### config.mk
export PLATFORM = sky130hd
export DESIGN_NAME = serial_add_sub_flat
export DESIGN_NICKNAME = d
export VERILOG_FILES = /design/src/rtl/serial_add_sub_if.sv /design/src/rtl/serial_add_sub.sv /design/src/flat_wrapper.sv
export SDC_FILE = /design/constraint.sdc
export NUM_CORES = 1
export LEC_CHECK = 0
export CORE_AREA = 2 2 64 66
export CTS_BUF_LIST = sky130_fd_sc_hd__clkbuf_8
export DETAILED_ROUTE_END_ITERATION = 10
export DIE_AREA = 0 0 66 68
export DONT_BUFFER_PORTS = 1
export MAX_ROUTING_LAYER = met4
export SLEW_MARGIN = 5
export SYNTH_ARGS = -nofsm -noshare
export SYNTH_HDL_FRONTEND = slang
export SYNTH_SLANG_ARGS = --single-unit
### constraint.sdc
create_clock -name clk -period 1.7 [get_ports clk]
set_input_delay 0.34 -clock clk [delete_from_list [all_inputs] [get_ports clk]]
set_output_delay 0.34 -clock clk [all_outputs]
set_load 0.02 [all_outputs]
### src/rtl/serial_add_sub_if.sv
// Operand/result bundle for the bit-serial adder/subtractor.
// The master issues operations and the slave (the datapath) returns results.
`timescale 1ns/1ps
interface serial_add_sub_if #(
    parameter int WIDTH = 8
);
    logic             start;
    logic             mode;
    logic [WIDTH-1:0] a;
    logic [WIDTH-1:0] b;
    logic             busy;
    logic             done;
    logic [WIDTH:0]   s;
    logic             overflow;

    modport master (
        output start, mode, a, b,
        input  busy, done, s, overflow
    );

    modport slave (
        input  start, mode, a, b,
        output busy, done, s, overflow
    );
endinterface

### src/rtl/serial_add_sub.sv
// Bit-serial add/subtract: one full-adder cell, one operand bit per clock.
// Results are registered and held until the next accepted operation completes.
`timescale 1ns/1ps
module serial_add_sub #(
    parameter int WIDTH = 8
) (
    input  logic              clk,
    input  logic              reset,
    serial_add_sub_if.slave   bus
);
    localparam int CW = (WIDTH > 2) ? $clog2(WIDTH) : 1;

    localparam logic [1:0] IDLE = 2'd0;
    localparam logic [1:0] RUN  = 2'd1;
    localparam logic [1:0] DONE = 2'd2;

    logic [1:0]       state_reg;
    logic [WIDTH-1:0] a_reg;
    logic [WIDTH-1:0] b_reg;
    logic [WIDTH-2:0] res_reg;
    logic             carry_reg;
    logic             mode_reg;
    logic [CW-1:0]    cnt_reg;
    logic [WIDTH:0]   s_reg;
    logic             ovf_reg;

    logic [WIDTH-1:0] b_cond;
    logic             sum_bit;
    logic             carry_next;
    logic             last_bit;
    logic [WIDTH-1:0] res_next;

    // Subtraction is a + ~b + 1: invert B here and seed the carry with mode.
    generate
        for (genvar gi = 0; gi < WIDTH; gi++) begin : g_binv
            assign b_cond[gi] = bus.b[gi] ^ bus.mode;
        end
    endgenerate

    assign sum_bit    = a_reg[0] ^ b_reg[0] ^ carry_reg;
    assign carry_next = (a_reg[0] & b_reg[0]) | ((a_reg[0] ^ b_reg[0]) & carry_reg);
    assign last_bit   = (cnt_reg == CW'(WIDTH - 1));
    assign res_next   = {sum_bit, res_reg};

    always_ff @(posedge clk or posedge reset) begin
        if (reset) begin
            state_reg <= IDLE;
            a_reg     <= '0;
            b_reg     <= '0;
            res_reg   <= '0;
            carry_reg <= 1'b0;
            mode_reg  <= 1'b0;
            cnt_reg   <= '0;
            s_reg     <= '0;
            ovf_reg   <= 1'b0;
        end else begin
            case (state_reg)
                IDLE: begin
                    if (bus.start) begin
                        a_reg     <= bus.a;
                        b_reg     <= b_cond;
                        carry_reg <= bus.mode;
                        mode_reg  <= bus.mode;
                        cnt_reg   <= '0;
                        state_reg <= RUN;
                    end
                end
                RUN: begin
                    a_reg     <= a_reg >> 1;
                    b_reg     <= b_reg >> 1;
                    carry_reg <= carry_next;
                    res_reg   <= res_next[WIDTH-1:1];
                    cnt_reg   <= cnt_reg + 1'b1;
                    // On the MSB cycle carry_reg is the carry into the sign bit.
                    if (last_bit) begin
                        s_reg     <= {carry_next ^ mode_reg, res_next};
                        ovf_reg   <= carry_reg ^ carry_next;
                        state_reg <= DONE;
                    end
                end
                DONE:    state_reg <= IDLE;
                default: state_reg <= IDLE;
            endcase
        end
    end

    assign bus.busy     = (state_reg == RUN);
    assign bus.done     = (state_reg == DONE);
    assign bus.s        = s_reg;
    assign bus.overflow = ovf_reg;
endmodule

### src/flat_wrapper.sv
// flat-port wrapper written by rule: the top's interface ports become plain ports
module serial_add_sub_flat 
#(
    parameter int WIDTH = 8
)
  (clk, reset, bus_start, bus_mode, bus_a, bus_b, bus_busy, bus_done, bus_s, bus_overflow);
  serial_add_sub_if #(.WIDTH(WIDTH)) bus_i ();
  input  logic clk;
  input  logic reset;
  input wire logic [$bits(bus_i.start)-1:0] bus_start;
  input wire logic [$bits(bus_i.mode)-1:0] bus_mode;
  input wire logic [$bits(bus_i.a)-1:0] bus_a;
  input wire logic [$bits(bus_i.b)-1:0] bus_b;
  output wire logic [$bits(bus_i.busy)-1:0] bus_busy;
  output wire logic [$bits(bus_i.done)-1:0] bus_done;
  output wire logic [$bits(bus_i.s)-1:0] bus_s;
  output wire logic [$bits(bus_i.overflow)-1:0] bus_overflow;
  assign bus_i.start = bus_start;
  assign bus_i.mode = bus_mode;
  assign bus_i.a = bus_a;
  assign bus_i.b = bus_b;
  assign bus_busy = bus_i.busy;
  assign bus_done = bus_i.done;
  assign bus_s = bus_i.s;
  assign bus_overflow = bus_i.overflow;
  serial_add_sub #(.WIDTH(WIDTH)) u_core (.clk(clk), .reset(reset), .bus(bus_i));
endmodule
# == Word level (Yosys, flattened, before mapping) ==
# Cells that the tools add are included.
# word_totals
ff_bits,40
latch_bits,0
mem_bits_rw,0
mem_bits_ro,0
in_bits,20
elab_cells,47
memories,0
# classes
addsub,1
n_mul,0
n_div,0
n_lt_le_gt_ge,0
n_eq_ne,5
shifts,0
muxes,11
n_bitwise,15
reduce_logical,6
# ops
operator,count
8-bit one-hot mux with 2 select lines,2
8-bit 2-to-1 mux,2
1-bit XOR,12
2-bit AND reduction,4
3-bit one-hot mux with 2 select lines,1
2-bit 2-to-1 mux,2
2-bit one-hot mux with 2 select lines,1
3-bit by 1-bit adder with 3-bit output (second input constant),1
3-bit equality test (second input constant),1
3-bit 2-to-1 mux,1
1-bit AND,2
2-bit by 1-bit equality test with 1-bit output (second input constant),1
2-bit equality test (second input constant),1
2-bit zero test,1
2-bit by 1-bit inequality test with 1-bit output (second input constant),1
2-bit inequality test (second input constant),1
1-bit one-hot mux with 2 select lines,1
2-bit nonzero test,1
1-bit 2-to-1 mux,1
1-bit bitwise OR,1

# == Longest topological paths before layout ==
# Gate-level depths: netlist of the first run.
# logic_depth
ltp_word,4
depth_mapped,6
depth_no_buf,5

# == Worst setup path before layout of the first run ==
# Ideal clock, no wire load.
# synth_timing
path_kind,reg-to-output
start,register u_core.state_reg[1]
end,output port bus_done
arrival_time_ps,1253
required_time_ps,1360
path_slack_ps,107
stages_incl_launch_ff,4
cell_sequence,dfrtp_1 -> clkbuf_1 -> clkbuf_1 -> nor2b_1
# synth_between
elab_chain_len,1
# synth_rtl
item,line_no,rtl
from (decl),serial_add_sub.sv:17,logic [1:0] state_reg;
from (signal assigned),serial_add_sub.sv:47,state_reg <= IDLE;
from (signal assigned),serial_add_sub.sv:65,state_reg <= RUN;
from (signal assigned),serial_add_sub.sv:78,state_reg <= DONE;
2-bit equality test,serial_add_sub.sv:88,assign bus.done = (state_reg == DONE);
to (decl),flat_wrapper.sv:15,output wire logic [$bits(bus_i.done)-1:0] bus_done;
# No other way between the ends.

# == Final worst setup path of the first run ==
# layout_timing
start,register u_core.state_reg[1]
end,output port bus_busy
# layout_between
elab_chain_len,1
# layout_rtl
item,line_no,rtl
2-bit by 1-bit equality test with 1-bit output,serial_add_sub.sv:87,assign bus.busy = (state_reg == RUN);
to (decl),flat_wrapper.sv:14,output wire logic [$bits(bus_i.busy)-1:0] bus_busy;
# No other way between the ends.

==> run metrics, run 1 <==
DR vias/cell=5.605; critical path required time=1.36 ns; time the worst path needs with I/O delays and setup=1.528 ns; number of cells on the worst reg-to-reg path=5; worst flop-to-flop path endpoint=u_core.bus.s[7]; final hold vios=0; sum of net half-perimeters after detailed placement=2306 um; slew at the pin closest to its max-slew limit=0.6165 ns; core outline area=3856 um^2; maximum fanout along the worst path=13; highest ir drop seen on vdd=0.6653 mV; Final GP Congestion=0.7808; r2r setup slk=0.19 ns; Switch Pwr=1.263 mW; combinational share of power=31.3%; Power per Cell Area=1759 nW/um^2; net count of the finished layout=182; startpoint kind of the worst setup timing path=register; Ant. Diodes=0; syn nets=178; initial antenna violation count=0; source of the worst register-to-register timing path=u_core.cnt_reg[0]; utilization after layout=52.56%; Power Total=3.566 mW; clock transition at the registers of the reported paths=0.08 ns; first-iteration detailed-routing DRC count=35; layout cells sized above 1=21.25%; final setup violation count=0; cell accounting for the most synthesized area=dfrtp_1; cell types with the largest area share after synthesis=dfrtp_1 (54%), mux2_2 (9.8%), xnor2_1 (4.8%), a221o_1 (3.3%), o21ai_0 (3.3%); Sink Count=40; kind of critical path=reg -> out; I/O pins=32; vias in the first global route=1223; setup repair after global routing missed its margin=false; flip-flop cell with the highest count after synthesis=dfrtp_1; Detailed Routing Iterations Pass 1=4; syn_area_per_cell=11.89 um^2; internal power of the cells=2.302 mW; FMAX=0.6543 GHz; Mapped Cells=155; number of post-CTS setup repair buffers=0; IO Port Bufs=0; headroom to the max-slew limit=58.82%; Worst Setup End Kind=output pin; EDFF count, synth=0; total global-route track usage=18.49%; total wire length after detailed routing=3416 um; row cnt=23; largest net degree at the start of global routing=41; share of synthesized area occupied by flip-flops and latches=54.31%; switching share of total power=35.43%; Post-CTS Hold Fix Bufs=0; global route overflow=0; global-route wire length before repair=5885 um; Longest Clk Path Bufs=2; clock root buffer master=clkbuf_8; share of flip-flops with an asynchronous set or reset after synthesis=100.0%; Sequential cell area=1001 um^2; data arrival time of the critical path=1.19 ns; Avg WL per Cell=16.27 um; maximum clock skew at final layout=0.007782 ns; Num CTS Buffers=5; post-route setup TNS=0 ns; number of nets with antenna violations after routing=0; CTS tree=done; clock network fraction of design power=18.9%; height of the die=68 um; Final Max Tran Viols=0; Leakage=0.8925 nW; Fillers=350; post-route DRC violation count=0; post-CTS sizing=0; flip-flop count of the largest register, all copies and words added=9; initial standard-cell utilization of the core=47.79%; worst hold margin=0.05448 ns; area share of the largest cell type after synthesis=54.31%; Max Cap Violations=0; number of library cell types mapped by synthesis=24; class of the worst hold path=in -> async; die span in x=66 um; run status=completed; fraction of power consumed by sequential logic=49.8%; Synth warnings=0; area of the mapped netlist=1843 um^2; DIE AREA=4488 um^2; final clock period utilization by the worst path=89.91%; number of register bits inferred by synthesis=40; Synth-to-Final Area Change=9.979%; area of combinational cells with multiple inputs=763.2 um^2; number of H-tree levels=2; total via count in the routed design=1177; insertion delay to the later sink of the worst-skew pair=0.29 ns
how the worst max path moves through the flow:
stage	start	endpoint	depth (start not counted)
finish	u_core.state_reg[1]	bus_busy	2
CTS	u_core.state_reg[1]	bus_busy	2
global route	u_core.state_reg[1]	bus_busy	2
detailed placement	u_core.cnt_reg[0]	u_core.bus.s[6]	5
global placement	u_core.cnt_reg[0]	u_core.bus.s[0]	5
floorplan	u_core.state_reg[1]	bus_done	3
cells by family (layout without fill, tap and decap cells):
logic type | Yosys count | after routing | share of synthesized area [%]
muxes | 17 | 17 | 10.59
and+or+nand+nor | 22 | 22 | 6.925
AOI/OAI and AO/OA | 44 | 44 | 16.57
DFF | 40 | 40 | 54.31
adders and majority gates | 3 | 3 | 2.444
xor gates and xnor gates | 10 | 10 | 4.752
buffers and inverters | 19 | 24 | 4.413
cells in the mapped netlist, drive strengths merged, types with 3 or more instances:
| cell | count |
|---|---|
| a21oi | 8 |
| a221o | 6 |
| a22oi | 8 |
| and2b | 5 |
| buf | 8 |
| clkbuf | 3 |
| dfrtp | 40 |
| inv | 8 |
| mux2 | 17 |
| nand2 | 8 |
| nor2b | 5 |
| o21ai | 12 |
| o32ai | 6 |
| xnor2 | 10 |
stage by stage:
stage,std cells,worst slack (ns),cell area [um^2]
finish,210,0.1716,2027
global route,210,0.08974,2027
CTS,210,0.1482,2027
detailed placement,202,0.1945,1929
global placement,202,0.2278,1929
floorplan,155,0.1065,1843
metal layers:
metal	part of all wire (%)	global-route usage, %
met1	47	23.47
met2	47	27.78
met3	5.2	7.237
met4	0.56	5.357
met5	0	-
cell type report:
| class | instances | area share, % |
|---|---|---|
| Clock inverter | 2 | 0.7407 |
| Sequential cell | 40 | 49.38 |
| Multi-Input combinational cell | 96 | 37.65 |
| Timing Repair Buffer | 8 | 3.580 |
| Inverter | 8 | 1.481 |
| Tap cell | 50 | 3.086 |
| Clock buffer | 6 | 4.074 |
placed cells by master (no fill, tap or decap), types with 7 or more instances in the layout:
| cell | Yosys | layout |
|---|---|---|
| mux2_2 | 16 | 16 |
| buf_4 | 0 | 7 |
| dfrtp_1 | 40 | 40 |
| o21ai_0 | 12 | 12 |
| xnor2_1 | 10 | 10 |
| a21oi_1 | 8 | 8 |
| inv_1 | 8 | 8 |
| nand2_1 | 8 | 8 |
| a22oi_1 | 8 | 8 |
power by group through the flow:
stage	Clock, mW	Combinational (mW)	Sequential, mW
final	0.674	1.12	1.78
after global routing	0.733	1.28	1.83
after CTS	0.695	1.13	1.78
after floorplan	0	0.924	1.70
after detailed placement	0	1.13	1.80
after global placement	0	1.09	1.78
critical path, cell delays in order (launching register included):
cell and delay (ns):
dfrtp_1 0.48, nor2b_2 0.17, buf_4 0.25
Power figures use the tool's default switching activity.
==> run 2: changes to the inputs <==
CORE_AREA = 2 2 61 63   (was 2 2 64 66)
DIE_AREA = 0 0 63 65   (was 0 0 66 68)
PLACE_DENSITY = 0.69   (was default)
==> run metrics, run 2 (same netlist as run 1, synthesis figures left out) <==
CTS tree=done; final setup violation count=0 (unchanged); Final Max Tran Viols=0 (unchanged); vias in the first global route=1269 (+3.8%); clock root buffer master=clkbuf_8; final clock period utilization by the worst path=91.96% (+2.0 points); largest net degree at the start of global routing=41 (unchanged); sum of net half-perimeters after detailed placement=2381 um (+3.2%); slew at the pin closest to its max-slew limit=0.5949 ns (-0.02160 ns); die span in x=63 um (-4.5%); most frequent cells in the layout=dfrtp_1 (40), mux2_2 (16), o21ai_0 (12); startpoint kind of the worst setup timing path=register; FMAX=0.6397 GHz (-2.2%); final hold vios=0 (unchanged); number of nets with antenna violations after routing=0 (unchanged); Avg WL per Cell=16.72 um (+2.8%); I/O pins=32 (unchanged); Leakage=0.8913 nW (-0.14%); leading cell type in the layout, fill and taps excluded=dfrtp_1; class of the worst hold path=in -> async; number of post-CTS setup repair buffers=0 (unchanged); post-CTS sizing=0 (unchanged); initial standard-cell utilization of the core=52.72% (+4.9 points); Final GP Congestion=0.7602 (-2.6%); maximum fanout along the worst path=10 (-3); DIE AREA=4095 um^2 (-8.8%); flip-flop count of the largest register, all copies and words added=9 (unchanged); post-route setup TNS=0 ns (unchanged); time the worst path needs with I/O delays and setup=1.563 ns (+0.03484 ns); layout cells sized above 1=20.75% (-0.50 points); post-route DRC violation count=0 (unchanged); library cell contributing the largest single delay on the critical path=dfrtp_1; Power Total=3.669 mW (+2.9%); DR vias/cell=5.826 (+3.9%); insertion delay to the later sink of the worst-skew pair=0.30 ns (about the same); data arrival time of the critical path=1.22 ns (+0.03 ns); Post-CTS Hold Fix Bufs=0 (unchanged); height of the die=65 um (-4.4%); headroom to the max-slew limit=60.26% (+1.4 points); kind of critical path=reg -> out; Power per Cell Area=1818 nW/um^2 (+3.4%); Worst Setup End Kind=output pin; Synth-to-Final Area Change=9.505%; highest ir drop seen on vdd=0.6466 mV (-2.8%); Detailed Routing Iterations Pass 1=4 (unchanged); IO Port Bufs=0 (unchanged); Critical Path Max Stage Delay=0.52 ns (+0.04 ns); Longest Clk Path Bufs=2 (unchanged); Crit path max-delay family=flip-flops; total wire length after detailed routing=3461 um (+1.3%); total via count in the routed design=1206 (+2.5%); net count of the finished layout=181 (-0.55%); row cnt=22 (-4.3%); setup repair after global routing missed its margin=false; run status=completed; maximum clock skew at final layout=0.007063 ns (-0.0007198 ns); critical path required time=1.36 ns (about the same); clock transition at the registers of the reported paths=0.08 ns (about the same); Num CTS Buffers=5 (unchanged); Max Cap Violations=0 (unchanged); Sink Count=40 (unchanged); global route overflow=0 (unchanged); number of buffers and inverters on the critical path=0 (-1); total global-route track usage=20.20% (+1.7 points); core outline area=3496 um^2 (-9.3%); number of H-tree levels=2 (unchanged); Ant. Diodes=0 (unchanged); first-iteration detailed-routing DRC count=73 (+110%); global-route wire length before repair=6175 um (+4.9%); cells along the critical path=nor2b_1; initial antenna violation count=0 (unchanged)
==> run 2: changes by cell type in the layout (fill, tap and decap cells not counted), sizes merged <==
cell	change
buf	-1
bufinv	+1
clkbuf	-1
clkinv	+1
clkinvlp	-1
==> run 2: area by class of cell <==
cell class | instances | area (um^2)
flip-flops and latches | 40 | 1001
clock buffers | 5 | 68.82
repair buffers | 7 | 52.55
fillers | 331 | 1478
clock inverters | 3 | 42.54
well taps | 48 | 60.06
inverters | 8 | 30.03
multi-input cells | 96 | 763.2
==> run 2: final timing paths <==
kind	startpoint	to	slack, ns	cells after the start
setup / recovery	u_core.state_reg[1]	bus_done	0.14	1
hold / removal	reset	u_core.bus.s[3]	0.04	2
setup reg to reg	u_core.cnt_reg[0]	u_core.bus.s[6]	0.17	5
hold reg to reg	u_core.a_reg[3]	u_core.a_reg[3]	0.50	2
max in group asynchronous	reset	u_core.b_reg[6]	1.31	2
min in group clk	bus_mode	u_core.mode_reg	0.20	1
==> run 2: report_power, final <==
group / total (mW) / internal (mW) / switching, mW
registers: 1.79 / 1.35 / 0.440
logic: 1.10 / 0.606 / 0.496
clock network: 0.773 / 0.434 / 0.339
==> run 2: per-stage QoR <==
| stage | hold slack (ns) | utilization [%] | area (um^2) | instances | setup WS [ns] |
|---|---|---|---|---|---|
| after detailed placement | 0.3829 | 54.55 | 1907 | 199 | 0.1724 |
| after global routing | 0.09564 | 57.73 | 2018 | 207 | 0.01487 |
| after CTS | 0.06431 | 57.73 | 2018 | 207 | 0.1253 |
| after global placement | 0.3770 | 54.55 | 1907 | 199 | 0.2329 |
| after floorplan | 0.4502 | - | 1843 | 155 | 0.1065 |
| final | 0.04313 | 57.73 | 2018 | 207 | 0.1367 |
==> run 2: per-layer routing <==
metal	global-route usage [%]	routed length, um	vias to the layer above
met5	-	0	-
met4	6.667	51	0
met3	5.382	164	6
met2	33.38	1741	33
met1	24.23	1504	608
li1	-	-	559
